`config.mk`:
```
export PLATFORM = sky130hd
export DESIGN_NAME = spi_pixel_link
export DESIGN_NICKNAME = d
export VERILOG_FILES = /design/src/rtl/spi_pkg.sv /design/src/rtl/spi_sync_edge.sv /design/src/rtl/spi_pixel_link.sv
export SDC_FILE = /design/constraint.sdc
export NUM_CORES = 1
export LEC_CHECK = 0
export ABC_AREA = 1
export BUFFER_PORTS_ARGS = -buffer_cell sky130_fd_sc_hd__buf_2
export CORE_MARGIN = 2
export CORE_UTILIZATION = 46
export CTS_BUF_LIST = sky130_fd_sc_hd__clkbuf_8 sky130_fd_sc_hd__clkbuf_16
export DETAILED_ROUTE_END_ITERATION = 8
export MAX_ROUTING_LAYER = met4
export PLACE_DENSITY = 0.66
export REMOVE_ABC_BUFFERS = 1
export SLEW_MARGIN = 20
export SYNTH_ARGS = -nofsm -noshare
export SYNTH_HDL_FRONTEND = slang
export SYNTH_SLANG_ARGS = --single-unit
```
`constraint.sdc`:
```
create_clock -name clk -period 2.3 [get_ports clk]
set_input_delay 0 -clock clk [delete_from_list [all_inputs] [get_ports clk]]
set_output_delay 0 -clock clk [all_outputs]
set_load 0.1 [all_outputs]
```
`src/rtl/spi_pkg.sv`:
```
// Shared types and constants for the SPI pixel link.
//   spi_state_t     : link FSM states (IDLE, LOAD, ACTIVE)
//   SPI_SYNC_STAGES : metastability flops ahead of any use of an async SPI pin
//   SPI_TX_FILL     : byte sent on MISO when the holding register is empty
package spi_pkg;

  typedef enum logic [1:0] {
    IDLE,
    LOAD,
    ACTIVE
  } spi_state_t;

  localparam int unsigned SPI_SYNC_STAGES = 2;
  localparam logic [7:0]  SPI_TX_FILL     = 8'h00;

endpackage

```
`src/rtl/spi_sync_edge.sv`:
```
// Synchronizer plus edge detector for one asynchronous SPI pin.
//   clk, rst : system clock, async active-high reset
//   din_i    : asynchronous input pin
//   level_o  : synchronized level
//   rise_o   : one-clk pulse on a synchronized 0->1 transition
//   fall_o   : one-clk pulse on a synchronized 1->0 transition
// RESET_VAL is the pin's idle level, so leaving reset never fakes an edge.
module spi_sync_edge
  import spi_pkg::*;
#(
  parameter logic RESET_VAL = 1'b0
) (
  input  logic clk,
  input  logic rst,
  input  logic din_i,
  output logic level_o,
  output logic rise_o,
  output logic fall_o
);

  logic [SPI_SYNC_STAGES-1:0] sync_q;
  logic                       prev_q;

  always_ff @(posedge clk or posedge rst) begin
    if (rst) begin
      sync_q <= {SPI_SYNC_STAGES{RESET_VAL}};
      prev_q <= RESET_VAL;
    end else begin
      sync_q <= {sync_q[SPI_SYNC_STAGES-2:0], din_i};
      prev_q <= sync_q[SPI_SYNC_STAGES-1];
    end
  end

  assign level_o = sync_q[SPI_SYNC_STAGES-1];
  assign rise_o  = level_o & ~prev_q;
  assign fall_o  = ~level_o & prev_q;

endmodule

```
`src/rtl/spi_pixel_link.sv`:
```
// SPI mode-0 slave (MSB first) between the MCU and the dithering datapath.
// SCLK is oversampled on clk; it never clocks any flop.
//   clk, rst           : system clock, async active-high reset
//   sclk, cs_n, mosi   : asynchronous SPI pins from the MCU
//   miso               : SPI data out (MSB of the TX shift register)
//   rx_byte, rx_valid  : received byte and its one-clk strobe
//   tx_byte, tx_valid  : byte offered for transmission
//   tx_ready           : transmit holding register empty
//   tx_underrun        : strobe, fill byte sent because holding was empty
//   frame_abort        : strobe, cs_n rose mid-byte
//   frame_done         : strobe, BYTES_PER_FRAME bytes received
//   byte_count         : bytes received in the current image frame
module spi_pixel_link
  import spi_pkg::*;
#(
  parameter int unsigned CLOCK_SPEED     = 50000000,
  parameter int unsigned RGB_SIZE        = 8,
  parameter int unsigned BYTES_PER_FRAME = 4096,
  parameter int unsigned FRAME_CNT_WIDTH = $clog2(BYTES_PER_FRAME)
) (
  input  logic                       clk,
  input  logic                       rst,
  input  logic                       sclk,
  input  logic                       cs_n,
  input  logic                       mosi,
  output logic                       miso,
  output logic [RGB_SIZE-1:0]        rx_byte,
  output logic                       rx_valid,
  input  logic [RGB_SIZE-1:0]        tx_byte,
  input  logic                       tx_valid,
  output logic                       tx_ready,
  output logic                       tx_underrun,
  output logic                       frame_abort,
  output logic                       frame_done,
  output logic [FRAME_CNT_WIDTH-1:0] byte_count
);

  localparam int unsigned BIT_W = $clog2(RGB_SIZE);
  localparam logic [BIT_W-1:0]           LAST_BIT  = BIT_W'(RGB_SIZE - 1);
  localparam logic [FRAME_CNT_WIDTH-1:0] LAST_BYTE = FRAME_CNT_WIDTH'(BYTES_PER_FRAME - 1);
  localparam logic [RGB_SIZE-1:0]        TX_FILL   = RGB_SIZE'(SPI_TX_FILL);

  if (CLOCK_SPEED < 4) begin : g_bad_clock
    $error("CLOCK_SPEED must allow SCLK <= CLOCK_SPEED/4");
  end

  logic sclk_rise, sclk_fall, cs_rise, cs_fall, mosi_s;
  logic sclk_level_unused, cs_level_unused, mosi_rise_unused, mosi_fall_unused;

  spi_sync_edge #(.RESET_VAL(1'b0)) u_sync_sclk (
    .clk(clk), .rst(rst), .din_i(sclk),
    .level_o(sclk_level_unused), .rise_o(sclk_rise), .fall_o(sclk_fall)
  );

  spi_sync_edge #(.RESET_VAL(1'b1)) u_sync_cs (
    .clk(clk), .rst(rst), .din_i(cs_n),
    .level_o(cs_level_unused), .rise_o(cs_rise), .fall_o(cs_fall)
  );

  spi_sync_edge #(.RESET_VAL(1'b0)) u_sync_mosi (
    .clk(clk), .rst(rst), .din_i(mosi),
    .level_o(mosi_s), .rise_o(mosi_rise_unused), .fall_o(mosi_fall_unused)
  );

  spi_state_t                 state_q, state_d;
  logic [BIT_W-1:0]           bit_cnt_q, bit_cnt_d;
  logic [RGB_SIZE-2:0]        rx_shift_q, rx_shift_d;
  logic [RGB_SIZE-1:0]        rx_byte_q, rx_byte_d;
  logic                       rx_valid_q, rx_valid_d;
  logic [RGB_SIZE-1:0]        tx_shift_q, tx_shift_d;
  logic [RGB_SIZE-1:0]        hold_q, hold_d;
  logic                       hold_full_q, hold_full_d;
  logic                       byte_seen_q, byte_seen_d;
  logic                       underrun_q, underrun_d;
  logic                       abort_q, abort_d;
  logic                       done_q, done_d;
  logic [FRAME_CNT_WIDTH-1:0] byte_cnt_q, byte_cnt_d;
  logic                       reload, hold_take;

  always_ff @(posedge clk or posedge rst) begin
    if (rst) begin
      state_q     <= IDLE;
      bit_cnt_q   <= '0;
      rx_shift_q  <= '0;
      rx_byte_q   <= '0;
      rx_valid_q  <= 1'b0;
      tx_shift_q  <= '0;
      hold_q      <= '0;
      hold_full_q <= 1'b0;
      byte_seen_q <= 1'b0;
      underrun_q  <= 1'b0;
      abort_q     <= 1'b0;
      done_q      <= 1'b0;
      byte_cnt_q  <= '0;
    end else begin
      state_q     <= state_d;
      bit_cnt_q   <= bit_cnt_d;
      rx_shift_q  <= rx_shift_d;
      rx_byte_q   <= rx_byte_d;
      rx_valid_q  <= rx_valid_d;
      tx_shift_q  <= tx_shift_d;
      hold_q      <= hold_d;
      hold_full_q <= hold_full_d;
      byte_seen_q <= byte_seen_d;
      underrun_q  <= underrun_d;
      abort_q     <= abort_d;
      done_q      <= done_d;
      byte_cnt_q  <= byte_cnt_d;
    end
  end

  always_comb begin
    state_d     = state_q;
    bit_cnt_d   = bit_cnt_q;
    rx_shift_d  = rx_shift_q;
    rx_byte_d   = rx_byte_q;
    rx_valid_d  = 1'b0;
    tx_shift_d  = tx_shift_q;
    hold_d      = hold_q;
    hold_full_d = hold_full_q;
    byte_seen_d = byte_seen_q;
    underrun_d  = 1'b0;
    abort_d     = 1'b0;
    done_d      = 1'b0;
    byte_cnt_d  = byte_cnt_q;
    reload      = 1'b0;
    hold_take   = tx_valid && !hold_full_q;

    unique case (state_q)
      IDLE: begin
        if (cs_fall) state_d = LOAD;
      end
      LOAD: begin
        bit_cnt_d   = '0;
        byte_seen_d = 1'b0;
        reload      = 1'b1;
        state_d     = ACTIVE;
      end
      ACTIVE: begin
        if (cs_rise) begin
          state_d = IDLE;
          if (bit_cnt_q != '0) begin
            abort_d   = 1'b1;
            bit_cnt_d = '0;
          end
        end else begin
          if (sclk_rise) begin
            rx_shift_d = {rx_shift_q[RGB_SIZE-3:0], mosi_s};
            bit_cnt_d  = bit_cnt_q + 1'b1;
            if (bit_cnt_q == LAST_BIT) begin
              rx_byte_d   = {rx_shift_q, mosi_s};
              rx_valid_d  = 1'b1;
              byte_seen_d = 1'b1;
              bit_cnt_d   = '0;
              if (byte_cnt_q == LAST_BYTE) begin
                byte_cnt_d = '0;
                done_d     = 1'b1;
              end else begin
                byte_cnt_d = byte_cnt_q + 1'b1;
              end
            end
          end
          // bit_cnt==0 on a falling edge means the previous byte just ended
          // and the MCU will sample the next byte's MSB on the coming rise.
          if (sclk_fall) begin
            if (bit_cnt_q != '0) tx_shift_d = {tx_shift_q[RGB_SIZE-2:0], 1'b0};
            else if (byte_seen_q) reload = 1'b1;
          end
        end
      end
      default: state_d = IDLE;
    endcase

    // A reload consumes the old holding content; a same-clk capture refills it.
    if (reload) begin
      if (hold_full_q) begin
        tx_shift_d = hold_q;
      end else begin
        tx_shift_d = TX_FILL;
        underrun_d = 1'b1;
      end
      hold_full_d = 1'b0;
    end
    if (hold_take) begin
      hold_d      = tx_byte;
      hold_full_d = 1'b1;
    end
  end

  assign miso        = tx_shift_q[RGB_SIZE-1];
  assign rx_byte     = rx_byte_q;
  assign rx_valid    = rx_valid_q;
  assign tx_ready    = !hold_full_q;
  assign tx_underrun = underrun_q;
  assign frame_abort = abort_q;
  assign frame_done  = done_q;
  assign byte_count  = byte_cnt_q;

endmodule

```
==> metrics.md, run 1 <==
| Metric | Value |
|---|---|
| Yosys warning count | 0 |
| Post-synth top area share | 54.53% |
| Initial core utilization | 48.28% |
| Pre-CTS WS | 604.7 ps |
| Max Clock Freq | 581.3 MHz |
| GR Overflow Total | 0 |
| Slew @ Worst Pin | 657.9 ps |
| Status | finished, final reports clean |
| CTS sink cnt | 62 |
| Cells after Synth | 273 |
| Routed Antenna Nets | 0 |
| Vias | 1972 |
| Inst Count DP | 380 |
| Setup TNS | 0 ps |
| Largest net degree at the start of global routing | 32 |
| DRT Wirelength | 5004 um |
| Rows | 27 |
| Pleak | 1.674 nW |
| Endpoints failing setup | 0 |
| Crit path time final | 1720 ps |
| Reg-to-Reg Start | state_q[0] |
| Total GRT Usage | 18.48% |
| R2R Path End | byte_count[4] |
| CP Data Arrival Time | 1930 ps |
| TritonCTS buffer count | 9 |
| Crit path largest cell delay | 390 ps |
| Drt drc | 0 |
| HPWL Detailed | 3437 um |
| Clock Root Buffer | clkbuf_8 |
| Post-synth ARST share | 100.0% |
| Data required time of the critical path | 2510 ps |
| Fill count | 537 |
| Crit Path Max Fanout | 19 |
| DRT iter0 DRCs | 54 |
| First-pass GRT wire length | 8749 um |
| Multi-input logic area | 980.9 um2 |
| Avg Inst Size Synth | 9.918 um2 |
| Core area | 5608 um2 |
| P&R area growth vs syn | 20.47% |
| CP Launch Type | flop |
| Wire length per cell | 12.26 um |
| CTS H-Tree Depth | 3 |
| Post-cts repair resize count | 0 |
| Reg2Reg Setup Slack | 580 ps |
| Synth Register Bits | 62 |
| Hold Path Class | in2reg |
| Die Wd | 80.72 um |
| Nets | 353 |
| Setup ws final | 579.7 ps |
| Max-slew headroom | 56.07% |
| Max Cap Viol | 0 |
| Crit path from | state_q[0] |
| Ports | 40 |
| Worst path depth | 7 |
| Clk buf depth | 2 |
| Non-Filler Instances | 408 |
| Vias in the first global route | 1950 |
| CP endpoint kind | flop |
| Layout cells sized above 1 | 24.11% |
| Critical path cell sequence | inv_1 -> ha_1 -> nand2_4 -> nor2_4 -> inv_2 -> nand2_1 -> o21ai_0 |
| Ys flop type | dfrtp_1 |
| Max VDD drop | 1000 uV |
| CTS tree | built |
| Initial antenna violation count | 0 |
| Slew Viols, Final | 0 |
| Kind of cell adding the most delay to the critical path | simple AND/OR/NAND/NOR gates |
| Top cells by count, synth | 59 x dfrtp_1, 49 x nand2_1, 33 x nand3_1 |
| HP Start | tx_valid |
| CP Class | reg2reg |
| Synth unique cells | 26 |
| Clock Skew | 5.800 ps |
| Die ar. | 6516 um2 |
| Pwr per Cell Area | 973.2 nW/um2 |
| Final hold slack | 115.2 ps |
| Final Hold Vio Count | 0 |
| Worst-skew pair later-pin latency | 340 ps |
| Number of inserted diodes | 0 |
| Seq/Total Area, Yosys | 57.44% |
| Worst path bufs/invs | 2 |
| Post-CTS setup buffer count | 0 |
| IO buf count | 39 |
| Placer Congestion | 0.7885 |
| Post-synth EDFFs | 0 |
| Vias per std cell | 4.833 |
| Slowest CP cell | dfrtp_1 |
| RSZ-0062 raised after global routing | false |
| CTS clk-pin slew, worst paths | 70 ps |
| Sequential cell area | 1555 um2 |
| Synth top area cells | dfrtp_1 55%, nand2_1 6.8%, nand3_1 6.1% |
| First drt pass iteration count | 4 |
| FF-to-FF path depth | 7 |
| Leading area contributor after synthesis | dfrtp_1 |
| Fin crit share | 74.79% |
| Top-count cell post-synth | dfrtp_1 |
| Synth Cell Area | 2708 um2 |
| Die height | 80.72 um |
| Critical path destination | byte_count[4] |
logic make-up (layout without fill, tap and decap cells):
logic type,after synthesis,count (layout),synth area share (%)
XOR/XNOR,6,6,1.941
AND/OR/NAND/NOR,125,125,22.64
buffers and inverters,39,102,6.331
adder cells (fa/ha/maj),8,8,3.697
AO/OA/AOI/OAI,25,25,4.621
multiplexers,8,8,3.327
flip-flops,62,62,57.44
how the worst min path moves through the flow:
stage                                to  slack [ps]  depth (start not counted)
detailed placement  u_sync_cs.sync_q[0]         110                          1
global placement    u_sync_cs.sync_q[0]         110                          1
finish                      hold_full_q         120                          3
floorplan           u_sync_cs.sync_q[0]           4                          0
CTS                         hold_full_q         100                          3
global route                hold_full_q         160                          3
worst min-delay path, cell delays in order:
cell and delay [ps]:
buf_2 80, nand2_1 200, nand2_1 130
where the power goes:
group	switching, mW	total [mW]	internal, mW
sequential	0.136	1.43	1.29
clock	0.413	0.898	0.484
combinational	0.570	0.848	0.278
total	1.12	3.17	2.06
state kept, by name, summed over array words and instances, names as in the netlist, 2 cells and up:
| name | count |
|---|---|
| rx_byte | 8 |
| u_sync_sclk.sync_q | 2 |
| u_sync_mosi.sync_q | 2 |
| bit_cnt_q | 3 |
| state_q | 2 |
| byte_count | 12 |
| hold_q | 8 |
| u_sync_cs.sync_q | 2 |
| rx_shift_q | 7 |
| tx_shift_q | 8 |
what timing repair did:
item	CTS	global route
hold buffers	12	0
endpoints found under the setup margin	0	0
endpoints found under the hold margin	40	0
stage by stage:
step	power [mW]	utilization, %	cell area (um2)
5_1_grt	3.386	58.17	3262
2_1_floorplan	2.089	-	2660
4_1_cts	3.205	58.17	3262
3_3_place_gp	2.238	52.79	2960
3_5_place_dp	2.285	52.79	2960
6_report	3.175	58.17	3262
final cells by class:
class / count / share of cell area (%)
repair buffers: 53 / 10.13
inverters: 33 / 3.797
well taps: 72 / 2.762
multi-input cells: 172 / 30.07
clock buffers: 9 / 3.797
flip-flops and latches: 62 / 47.68
clock inverters: 7 / 1.764
cells in the final DEF (no fill, tap or decap), types with 4 or more instances in the layout:
| cell type | count |
|---|---|
| dfrtp_1 | 59 |
| nand2_1 | 49 |
| buf_2 | 39 |
| nand3_1 | 33 |
| inv_1 | 31 |
| nor2_1 | 16 |
| o21ai_0 | 16 |
| dlygate4sd3_1 | 12 |
| nand4_1 | 10 |
| clkbuf_8 | 9 |
| o21ai_1 | 8 |
| mux2_2 | 8 |
| ha_1 | 8 |
| nor3_1 | 5 |
| clkinv_2 | 4 |
per-layer routing:
| layer | share of wire (%) | track usage, % |
|---|---|---|
| met1 | 47 | 22.53 |
| met2 | 46 | 28.17 |
| met3 | 4.5 | 5.281 |
| met4 | 1.9 | 9.322 |
| met5 | 0 | - |
No activity file was read; power rests on OpenSTA's default activity.
==> run 2, diff against run 1 <==
Clock period 2.3 ns to 1.75 ns, I/O delays scaled along.
==> run 2 against run 1 <==
Worst hold slack gained 12 ps; clock skew grew 4.0 ps; fmax grew 8.1%; combinational power grew 39%; first-iteration DRC count grew 110%; sequential share of layout area shrank 1.4 points; sequential power grew 29%; flip-flop and latch count is the same; clock-buffer cell count grew 2; largest power group unchanged.
==> metrics.md, run 2 (synthesis results as in run 1) <==
| Metric | Value |
|---|---|
| Largest net degree at the start of global routing | 63 |
| Slowest CP cell | dfrtp_1 |
| CTS tree | built |
| Die ar. | 6516 um2 |
| DRT iter0 DRCs | 112 |
| Nets | 362 |
| CP endpoint kind | flop |
| Vias per std cell | 4.839 |
| Crit Path Max Fanout | 19 |
| Max Clock Freq | 628.1 MHz |
| R2R Path End | byte_count[4] |
| Hold path depth | 3 |
| Crit path time final | 1592 ps |
| Design Power | 4.282 mW |
| Ports | 40 |
| Most frequent cells in the layout | 59 x dfrtp_1, 49 x nand2_1, 39 x buf_2 |
| GR Overflow Total | 0 |
| RSZ-0062 raised after global routing | false |
| Cell mode on critical path | ha_1 |
| Crit path largest cell delay | 400 ps |
| Commonest non-fill, non-tap cell in the layout | dfrtp_1 |
| Rows | 27 |
| First drt pass iteration count | 4 |
| Critical path cell sequence | ha_1 -> ha_1 -> nand2_2 -> nor2_4 -> buf_4 -> inv_2 -> o21ai_0 |
| Wire length per cell | 11.91 um |
| Vias in the first global route | 1957 |
| CTS clk-pin slew, worst paths | 70 ps |
| Status | finished, final reports clean |
| HPWL Detailed | 3294 um |
| CTS H-Tree Depth | 3 |
| TritonCTS buffer count | 9 |
| Reg2Reg Setup Slack | 160 ps |
| Max VDD drop | 1010 uV |
| Number of inserted diodes | 0 |
| Worst-skew pair later-pin latency | 340 ps |
| WL met1 | 2316 um |
| Reg-to-Reg Start | bit_cnt_q[0] |
| Pwr per Cell Area | 1274 nW/um2 |
| Die Wd | 80.72 um |
| Initial core utilization | 48.28% |
| Max FFs per register | 12 |
| Endpoints failing setup | 0 |
| Pleak | 1.728 nW |
| Vias | 2018 |
| FF-to-FF path depth | 7 |
| Placer Congestion | 0.7608 |
| CTS sink cnt | 62 |
| Max Cap Viol | 0 |
| Slew @ Worst Pin | 497.8 ps |
| P&R area growth vs syn | 24.12% |
| Die height | 80.72 um |
| Non-Filler Instances | 417 |
| Max-slew headroom | 67.04% |
| DRT Wirelength | 4967 um |
| Clk buf depth | 2 |
| Highest metal used | met4 |
| Fin crit share | 90.98% |
| Crit path from | bit_cnt_q[0] |
| IO buf count | 39 |
| Slew Viols, Final | 0 |
| Worst Hold End | hold_full_q |
| Drt drc | 0 |
| CP Data Arrival Time | 1800 ps |
| CP Class | reg2reg |
| Clock Skew | 9.842 ps |
| Core area | 5608 um2 |
| Data required time of the critical path | 1960 ps |
| Initial antenna violation count | 0 |
| Routed wl met2 | 2380 um |
| First-pass GRT wire length | 8694 um |
| Layout cells sized above 1 | 26.38% |
| Post-cts repair resize count | 0 |
| Routed Antenna Nets | 0 |
| Total GRT Usage | 18.18% |
| Clock Root Buffer | clkbuf_8 |
| Hold Path Class | in2reg |
| CP Launch Type | flop |
| HP Start | tx_valid |
| Final Hold Vio Count | 0 |
| DR WL met3 | 199 um |
| Inst Count DP | 384 |
-- run 2: changes by cell type in the layout (fill, tap and decap cells not counted) --
cell and change:
inv_1 -1, buf_12 +1, clkbuf_8 +2, clkinv_2 -1, buf_4 +8
-- run 2: worst max-delay path by stage --
stage / slack, ps / cells past startpoint / to
5_1_grt: 40 / 7 / byte_count[4]
6_report: 160 / 7 / byte_count[4]
3_5_place_dp: 80 / 7 / byte_count[9]
4_1_cts: 70 / 8 / byte_count[5]
2_1_floorplan: -290 / 6 / byte_count[10]
3_3_place_gp: 160 / 7 / byte_count[4]
-- run 2: per-stage QoR --
stage	instance area [um2]	hold slack, ps	worst slack [ps]	utilization, %	TNS (ps)
2_1_floorplan	2660	4.478	-287.8	-	-3938
3_3_place_gp	3003	91.12	159.3	53.55	0
3_5_place_dp	3003	88.21	82.52	53.55	0
4_1_cts	3323	101.5	69.08	59.26	0
5_1_grt	3361	164.5	43.90	59.93	0
6_report	3361	127.5	157.9	59.93	0
-- run 2: layout make-up --
| class | count | area (um2) |
|---|---|---|
| Clock buffer | 11 | 151.4 |
| Inverter | 33 | 123.9 |
| Fill cell | 507 | 2247 |
| Multi-Input combinational cell | 172 | 980.9 |
| Timing Repair Buffer | 62 | 410.4 |
| Clock inverter | 5 | 48.80 |
| Tap cell | 72 | 90.09 |
| Sequential cell | 62 | 1555 |
-- run 2: metal layers --
layer / vias to the layer above / global-route usage, %
met5: - / -
met4: 0 / 6.610
met3: 5 / 6.404
met2: 37 / 28.42
met1: 948 / 21.85
li1: 1028 / -
-- run 2: report_power, final --
part	internal [mW]	switching (mW)	total [mW]
Clock	0.723	0.541	1.26
Combinational	0.406	0.773	1.18
Sequential	1.70	0.140	1.84
-- run 2: repair_timing --
| action | in CTS | in global routing |
|---|---|---|
| hold buffers | 12 | 0 |
| endpoints found under the setup margin | 0 | 15 |
| buffers inserted | 0 | 5 |
| endpoints found under the hold margin | 73 | 0 |
-- run 2: critical path, delay by kind of cell, from the launching register on --
family | cells | cell delay [ps]
adder cells (fa/ha/maj) | 2 | 410
AND/OR/NAND/NOR | 2 | 140
flip-flops | 1 | 400
AO/OA/AOI/OAI | 1 | 140
buffers and inverters | 2 | 370
==> run 3, diff against run 2 <==
Settings changed: ABC_AREA 1 to default, CELL_PAD_IN_SITES_DETAIL_PLACEMENT from default to 1, CELL_PAD_IN_SITES_GLOBAL_PLACEMENT from default to 1, CORE_UTILIZATION 46 to 45, PLACE_DENSITY 0.66 to 0.78.
==> run 3 against run 2 <==
Setup slack worse by 150 ps; highest routed layer unchanged; first-iteration DRC count is 36% lower; power grew 7.6%; cell count shrank 8.2%; via count grew 0.30%; clock skew fell by 1.5 ps; die area is 1.1% higher; utilization up 1.5 points; flip-flop and latch count stayed put; area after synthesis fell by 1.1%; design area is 7.0% higher.
==> metrics.md, run 3 <==
| Metric | Value |
|---|---|
| Max-slew headroom | 65.30% |
| DRT Wirelength | 6835 um |
| Total GRT Usage | 23.91% |
| CP Launch Type | flop |
| Worst-skew pair later-pin latency | 340 ps |
| Wire length per cell | 17.85 um |
| Max Cap Viol | 0 |
| Hold Path Class | in2reg |
| Placed Area | 3042 um2 |
| Endpoints failing setup | 0 |
| Ys flop type | dfrtp_1 |
| FF-to-FF path depth | 7 |
| Clock Skew | 8.319 ps |
| Synth Register Bits | 62 |
| Slew Viols, Final | 0 |
| Core area | 5851 um2 |
| Vias in the first global route | 2218 |
| Pwr per Cell Area | 1281 nW/um2 |
| Post-synth top area share | 55.11% |
| CP endpoint kind | flop |
| Clock Root Buffer | clkbuf_8 |
| CTS sink cnt | 62 |
| TritonCTS buffer count | 9 |
| Drt drc | 0 |
| IO buf count | 39 |
| Initial core utilization | 45.79% |
| Max Clock Freq | 574.8 MHz |
| Post-synth EDFFs | 0 |
| Layout cells sized above 1 | 40.26% |
| Initial antenna violation count | 0 |
| First drt pass iteration count | 4 |
| CTS H-Tree Depth | 3 |
| R2R Path End | byte_count[9] |
| Hold path depth | 4 |
| CP Data Arrival Time | 2020 ps |
| Data required time of the critical path | 2030 ps |
| Reg-to-Reg Start | bit_cnt_q[0] |
| Yosys warning count | 0 |
| Leading area contributor after synthesis | dfrtp_1 |
| Top-count cell post-synth | dfrtp_1 |
| Die Wd | 81.16 um |
| Die ar. | 6586 um2 |
| Core Util, Final | 61.46% |
| Synth Cell Area | 2679 um2 |
| CTS clk-pin slew, worst paths | 70 ps |
| GR Overflow Total | 0 |
| Largest net degree at the start of global routing | 27 |
| Design Power | 4.605 mW |
| CP Class | reg2reg |
| Commonest non-fill, non-tap cell in the layout | dfrtp_1 |
| Ports | 40 |
| Top cells by count, synth | 59 x dfrtp_1, 48 x nand2_1, 18 x mux2_2 |
| Fin crit share | 99.41% |
| Pleak | 1.857 nW |
| Worst Hold End | hold_full_q |
| CTS tree | built |
| Synth top area cells | dfrtp_1 55%, mux2_2 7.6%, nand2_1 6.7% |
| HPWL Detailed | 4040 um |
| Seq/Total Area, Yosys | 58.06% |
| Final Hold Vio Count | 0 |
| DRT iter0 DRCs | 72 |
| Post-synth ARST share | 100.0% |
| Most frequent cells in the layout | 59 x dfrtp_1, 48 x nand2_1, 39 x buf_2 |
| Number of inserted diodes | 0 |
| Vias | 2024 |
| Slew @ Worst Pin | 519.7 ps |
| First-pass GRT wire length | 11060 um |
| Synth unique cells | 41 |
| Reg2Reg Setup Slack | 10 ps |
| Setup TNS | 0 ps |
| Placer Congestion | 0.7763 |
| Cells after Synth | 227 |
| Status | finished, final reports clean |
| Avg Inst Size Synth | 11.80 um2 |
| Rows | 28 |
| Max FFs per register | 12 |
| RSZ-0062 raised after global routing | true |
| Routed Antenna Nets | 0 |
| HP Start | tx_valid |
| Vias per std cell | 5.285 |
| P&R area growth vs syn | 34.24% |
| Clk buf depth | 2 |
| Design Area, Final | 3596 um2 |
| Crit path time final | 1740 ps |
| Die height | 81.16 um |
| Nets | 325 |
| Crit Path Max Fanout | 6 |
| Max VDD drop | 1179 uV |
==> run 3: cell count changes in the layout (fill, tap and decap cells not counted), moves of 4 or more <==
cell,delta
nand3_1,-28
inv_1,-23
mux2i_1,+14
nor2_1,-13
o21ai_0,-12
mux2_2,+10
buf_4,+8
nand4_1,-7
o21ai_1,-5
ha_1,-4
nand2b_1,+4
nor3_1,-4
==> run 3: final cells by class <==
| cell class | count | area [um2] |
|---|---|---|
| clock buffers | 10 | 137.6 |
| inverters | 9 | 36.28 |
| multi-input cells | 149 | 1199 |
| clock inverters | 6 | 77.57 |
| flip-flops and latches | 62 | 1555 |
| repair buffers | 72 | 496.7 |
| fillers | 606 | 2255 |
| well taps | 75 | 93.84 |
==> run 3: report_power, final <==
| group | internal, mW | total [mW] | switching (mW) |
|---|---|---|---|
| Combinational | 0.595 | 1.32 | 0.725 |
| Sequential | 1.72 | 1.90 | 0.179 |
| Clock | 0.826 | 1.39 | 0.564 |
| Total | 3.14 | 4.61 | 1.47 |
==> run 3: worst max-delay path: stages, from the launching register on <==
cell and delay, ps:
dfrtp_1 420, ha_2 220, ha_4 130, and3b_2 240
nand3_4 130, buf_8 170, nor4_4 260, a21o_1 110
==> run 3: logic make-up after synthesis <==
family	after synthesis	synth area share, %
flip-flops	62	58.06
AO/OA/AOI/OAI	19	4.857
multiplexers	33	13.17
AND/OR/NAND/NOR	83	15.69
XOR/XNOR	5	1.635
buffers and inverters	17	2.849
adder cells (fa/ha/maj)	8	3.737
==> run 3: worst max-delay path by stage <==
stage	slack (ps)	from	endpoint	depth (start not counted)
floorplan	-600	bit_cnt_q[0]	tx_shift_q[7]	6
global placement	50	bit_cnt_q[0]	rx_byte[0]	8
detailed placement	-120	bit_cnt_q[0]	byte_count[10]	7
CTS	1	state_q[0]	tx_shift_q[3]	6
global route	-110	bit_cnt_q[0]	tx_shift_q[3]	7
finish	10	bit_cnt_q[0]	byte_count[9]	7
==> run 3: per-stage QoR <==
stage	worst slack, ps	hold WS [ps]	instances
floorplan	-595.4	4.478	219
global placement	48.88	66.63	346
detailed placement	-118.3	67.00	346
CTS	1.154	144.3	381
global route	-112.6	245.7	383
finish	10.27	184.4	383
==> run 3: repair_timing <==
| item | in CTS | in global routing |
|---|---|---|
| pin swaps | 6 | 6 |
| hold endpoints to repair | 32 | 0 |
| setup buffers | 6 | 3 |
| hold buffers | 12 | 0 |
| gates resized for setup | 18 | 16 |
| endpoints found under the setup margin | 23 | 19 |
| cloned | 1 | 0 |
==> run 3: routing by layer <==
metal	GRT usage, %	part of all wire (%)	vias to the layer above
li1	-	-	931
met1	28.43	41	1031
met2	37.77	53	46
met3	5.556	3.0	16
met4	12.88	2.8	0
met5	-	0	-
